<file path="src/rtl/dac_wr_arb.sv">
// Purpose: round-robin arbiter serialising two requesters onto one parallel DAC write port.
// Latency: grant on the sampling edge; ack in the last HOLD cycle, SETUP+WR_LOW+HOLD cycles after grant.
// Backpressure: a requester holds req until its ack; losers and later requests wait in IDLE.
module dac_wr_arb #(
  parameter int SETUP_CYC  = 2,
  parameter int WR_LOW_CYC = 3,
  parameter int HOLD_CYC   = 2,
  parameter int SKIP_DUP   = 0
) (
  input  logic       clk,
  input  logic       rst_n,
  input  logic       req0,
  input  logic       req1,
  input  logic [1:0] addr0,
  input  logic [1:0] addr1,
  input  logic [7:0] data0,
  input  logic [7:0] data1,
  output logic       ack0,
  output logic       ack1,
  output logic       busy,
  output logic       da1_wr,
  output logic [1:0] da1_a,
  output logic [7:0] da1_din
);

  typedef enum logic [1:0] {IDLE, SETUP, STROBE, HOLD} state_t;

  // Phase counter counts down from (phase length - 1) to zero.
  localparam logic [3:0] SETUP_LAST = 4'(SETUP_CYC - 1);
  localparam logic [3:0] WR_LAST    = 4'(WR_LOW_CYC - 1);
  localparam logic [3:0] HOLD_LAST  = 4'(HOLD_CYC - 1);

  state_t     state;
  logic [3:0] phase;
  logic       gnt_id;     // requester owning the current transaction
  logic       last_id;    // requester served most recently
  logic [7:0] shadow [4];
  logic [3:0] shadow_vld;

  logic       pick;
  logic [1:0] pick_addr;
  logic [7:0] pick_data;
  logic       grant_ok;
  logic       dup;

  assign busy = (state != IDLE);

  // Arbitration: round-robin when both request, otherwise whoever asks.
  // Grants are withheld while an ack is on the wires: after a skipped
  // write the requester still holds req in that cycle, and sampling it
  // would replay the request it is about to drop.
  always_comb begin
    pick      = 1'b0;
    pick_addr = addr0;
    pick_data = data0;
    dup       = 1'b0;
    grant_ok  = 1'b0;
    if (req0 && req1) begin
      pick = ~last_id;
    end else begin
      pick = req1;
    end
    if (pick) begin
      pick_addr = addr1;
      pick_data = data1;
    end
    dup      = (SKIP_DUP != 0) && shadow_vld[pick_addr] && (shadow[pick_addr] == pick_data);
    grant_ok = (state == IDLE) && (req0 || req1) && !ack0 && !ack1;
  end

  // Write sequencer: grant, SETUP -> STROBE -> HOLD with registered strobe and acks.
  always_ff @(posedge clk or negedge rst_n) begin
    if (!rst_n) begin
      state      <= IDLE;
      phase      <= 4'd0;
      gnt_id     <= 1'b0;
      last_id    <= 1'b1;
      ack0       <= 1'b0;
      ack1       <= 1'b0;
      da1_wr     <= 1'b1;
      da1_a      <= 2'd0;
      da1_din    <= 8'h00;
      shadow_vld <= 4'b0000;
      for (int i = 0; i < 4; i++) begin
        shadow[i] <= 8'h00;
      end
    end else begin
      ack0 <= 1'b0;
      ack1 <= 1'b0;
      case (state)
        IDLE: begin
          if (grant_ok) begin
            last_id <= pick;
            gnt_id  <= pick;
            if (dup) begin
              // Channel already holds this code: acknowledge without a bus cycle.
              ack0 <= ~pick;
              ack1 <= pick;
            end else begin
              da1_a   <= pick_addr;
              da1_din <= pick_data;
              state   <= SETUP;
              phase   <= SETUP_LAST;
            end
          end
        end
        SETUP: begin
          if (phase == 4'd0) begin
            state              <= STROBE;
            phase              <= WR_LAST;
            da1_wr             <= 1'b0;
            shadow[da1_a]      <= da1_din;
            shadow_vld[da1_a]  <= 1'b1;
          end else begin
            phase <= phase - 4'd1;
          end
        end
        STROBE: begin
          if (phase == 4'd0) begin
            state  <= HOLD;
            phase  <= HOLD_LAST;
            da1_wr <= 1'b1;
            if (HOLD_LAST == 4'd0) begin
              ack0 <= ~gnt_id;
              ack1 <= gnt_id;
            end
          end else begin
            phase <= phase - 4'd1;
          end
        end
        HOLD: begin
          if (phase == 4'd0) begin
            state <= IDLE;
          end else begin
            phase <= phase - 4'd1;
            if (phase == 4'd1) begin
              ack0 <= ~gnt_id;
              ack1 <= gnt_id;
            end
          end
        end
        default: begin
          state  <= IDLE;
          da1_wr <= 1'b1;
        end
      endcase
    end
  end

endmodule

</file>
<file path="config.mk">
export PLATFORM = sky130hd
export DESIGN_NAME = dac_wr_arb
export DESIGN_NICKNAME = d
export VERILOG_FILES = /design/src/rtl/dac_wr_arb.sv
export SDC_FILE = /design/constraint.sdc
export NUM_CORES = 1
export LEC_CHECK = 0
export CORE_UTILIZATION = 48
export CTS_CLUSTER_DIAMETER = 40
export DETAILED_ROUTE_END_ITERATION = 16
export GPL_TIMING_DRIVEN = 0
export PLACE_DENSITY = 0.82
export SKIP_LAST_GASP = 1
export SLEW_MARGIN = 0
export SYNTH_ARGS = -nofsm -noshare
export SYNTH_HDL_FRONTEND = slang
export SYNTH_SLANG_ARGS = --single-unit
</file>
<file path="constraint.sdc">
create_clock -name clk -period 4.6 [get_ports clk]
set_input_delay 0.69 -clock clk [delete_from_list [all_inputs] [get_ports clk]]
set_output_delay 0.69 -clock clk [all_outputs]
set_load 0.02 [all_outputs]
</file>
==> results.tsv <==
stage	metric	value	unit
floorplanning	die_area	0.00261	sq mm
yosys	synth_nets	144	
critical_path	end_kind	output pin	
worst_hold_path	min_delay_path_depth	1	
yosys	ys_top_cells_by_area	dfrtp_1 41%, ha_1 8.6%, mux2i_1 8.6%, dfstp_2 4.5%, o21ai_1 4.3%	
global_routing	grt_antenna_before_repair	0	
sta	max_freq	406	MHz
yosys	yosys.area.top_type_share	41.1	%
cells_and_area	area_growth	37.3	%
floorplanning	num_rows	17	
clock_network	clock_latency	0.29	ns
yosys	ys_warn_count	0	
placement	portBuffers	37	
yosys	async_reset_ff_share	100	%
pwr	pwr_density_cell	652	mW/mm^2
yosys	syn_inst	112	
yosys	synth-xor-area-share	0	%
status	outcome	finished clean	
critical_path	crit_type	reg -> out	
placement	pre_cts_ws	2.30	ns
yosys	ys_seq_elements	21	
sta	rsz0062_at_grt	no	
yosys	yosys-top-cells-count	19 x dfrtp_1, 12 x nand2_1, 10 x mux2i_1, 10 x o21ai_1, 8 x ha_1	
floorplanning	core_area	0.00223	sq mm
sta	relSlewSlack	37.7	%
pwr	power.total	1.04	mW
clock_network	cts_tree	done	
global_routing	overflow	0	
sta	setup_ws	2.14	ns
yosys	synth_top_family_by_area	compound AO/OA/AOI/OAI gates	
critical_path	path_buf_inv	3	
global_routing	first_global_vias	1007	
sta	setup_tns	0	ns
cells_and_area	antenna_cells	0	
placement	place.gp.congestion	0.789	
floorplanning	pin_count	38	
yosys	synth_top_flop_cell	dfrtp_1	
clock_network	cts_buffer_depth	2	
sta	period_share	53.6	%
critical_path	cp_common_cell	inv_1	
critical_path	critPathMaxFanout	4	
sta	skew	0.00346	ns
critical_path	timing.rr.start	state[0]	
yosys	synthAdderAreaFrac	8.65	%
floorplanning	die_x	51.1	microns
yosys	yosysMostFrequentCell	dfrtp_1	
worst_hold_path	hp-class	reg -> reg	
cells_and_area	nFillCells	171	
yosys	yosysSeqAreaShare	45.6	%
global_routing	grt_max_degree	22	
yosys	syn_avg_cell_area	10.3	sq um
clock_network	cts.repair.resized	0	
clock_network	post-cts-setup-buffers	0	
yosys	syn_area	0.00116	sq mm
yosys	synth_area_leader_cell	dfrtp_1	
critical_path	crit_path_max_incr_delay	0.60	ns
critical_path	rrSetupSlack	2.64	ns
yosys	synth_cell_types	35	
clock_network	htreeDepth	1	
routing	vias	984	
pwr	ir_drop	0.509	mV
clock_network	cts_hold_buf	0	
cells_and_area	fin_nets	186	
cells_and_area	drive_above_1_share	10.5	%
sta	slew_viol_final	0	
routing	drt_iter0_drc	16	
pwr	power_leakage	0.706	nW
floorplanning	start_util	51.8	%
yosys	synth_compound_area_share	17.3	%
critical_path	rr_worst_depth	6	
critical_path	cp_cell_sequence	inv_1 -> ha_1 -> inv_1 -> clkdlybuf4s50_1	
clock_network	clock_sinks	21	
yosys	muxShareOfSynthArea	11.6	%
routing	dr.pass1.iters	4	
clock_network	cts_buffers	3	
global_routing	grt_use_total	21.9	%
routing	wl	2.49	mm
critical_path	required	3.91	ns
yosys	synth-simple-area-share	12.5	%
global_routing	grt_pass1_wl	4.30	mm
sta	fin_crit	2.46	ns
clock_network	clockRootBuffer	clkbuf_4	
yosys	synth-edff-count	0	
critical_path	crit_family	buffers and inverters	
placement	hpwl	2.00	mm
routing	post_drt_wl_per_cell	13.7	microns
routing	vias_per_cell	5.44	
worst_hold_path	min_from	gnt_id	
run	drv_cap	0	
routing	drc	0	
sta	holdWs	0.444	ns
critical_path	crit_slowest_cell	clkdlybuf4s50_1	
critical_path	critPathArrivalTime	1.77	ns
clock_network	path_clk_slew	0.12	ns
worst_hold_path	hold-path-endpoint	ack0	
critical_path	r2r_end	state[1]	
critical_path	start_kind	flip-flop	
floorplanning	die_h	51.1	microns
routing	detail-route-antenna-nets	0	
sta	finalHoldViolCount	0	
sta	finalSetupViolations	0	
sta	worst_pin_slew	0.931	ns
==> registers in the layout, summed over array words and instances (netlist names) <==
name / flops
da1_din: 8
phase: 4
da1_a: 2
state: 2
ack0: 1
ack1: 1
da1_wr: 1
gnt_id: 1
last_id: 1
==> how the worst max path moves through the flow <==
stage	startpoint	endpoint	slack [ns]	cells past startpoint
4_1_cts	state[0]	busy	2.14	4
6_report	state[0]	busy	2.14	4
5_1_grt	state[0]	busy	2.07	4
3_5_place_dp	req1	da1_din[5]	2.30	5
2_1_floorplan	state[0]	gnt_id	2.79	5
3_3_place_gp	req1	da1_a[0]	2.33	5
==> kinds of logic (layout without fill, tap and decap cells) <==
family / Yosys count / count (layout)
DFF: 21 / 21
AOI/OAI and AO/OA: 29 / 29
buffers and inverters: 12 / 53
muxes: 13 / 13
adders and majority gates: 8 / 8
and+or+nand+nor: 29 / 29
==> stage by stage <==
stage	area, sq um	utilization [%]	std cells
final	1590	71.1	181
after global placement	1560	70.0	177
after CTS	1590	71.1	181
after detailed placement	1560	70.0	177
after global routing	1590	71.1	181
after floorplan	1160	-	112
==> layer usage <==
metal,up-vias,track usage [%],wire length (microns)
met3,4,2.98,66
met5,-,0,0
met2,17,38.2,1330
met4,0,7.87,29
met1,488,27.3,1060
li1,475,-,-
==> cell type report <==
cell class | instances | area, sq um | area share, %
tap | 28 | 35.0 | 2.20
multi-input combinational | 79 | 579 | 36.5
timing repair buffer | 37 | 370 | 23.3
sequential | 21 | 528 | 33.2
clock buffer | 4 | 26.3 | 1.65
inverter | 7 | 26.3 | 1.65
buffer | 5 | 23.8 | 1.50
==> report_power, final <==
part           leakage [nW]  total, mW  switching, mW  internal (mW)
clock network        0.0150     0.0871         0.0534         0.0337
registers             0.259      0.330         0.0556          0.274
logic                 0.432      0.619          0.325          0.294
==> placed cells by master (no fill, tap or decap), types with 5 or more instances in the layout <==
cell type	instances
inv_1	7
o21ai_1	10
mux2i_1	10
dfrtp_1	19
clkdlybuf4s50_1	37
nand2_1	12
ha_1	8
nor2_1	5
No activity file was read; power rests on OpenSTA's default activity.
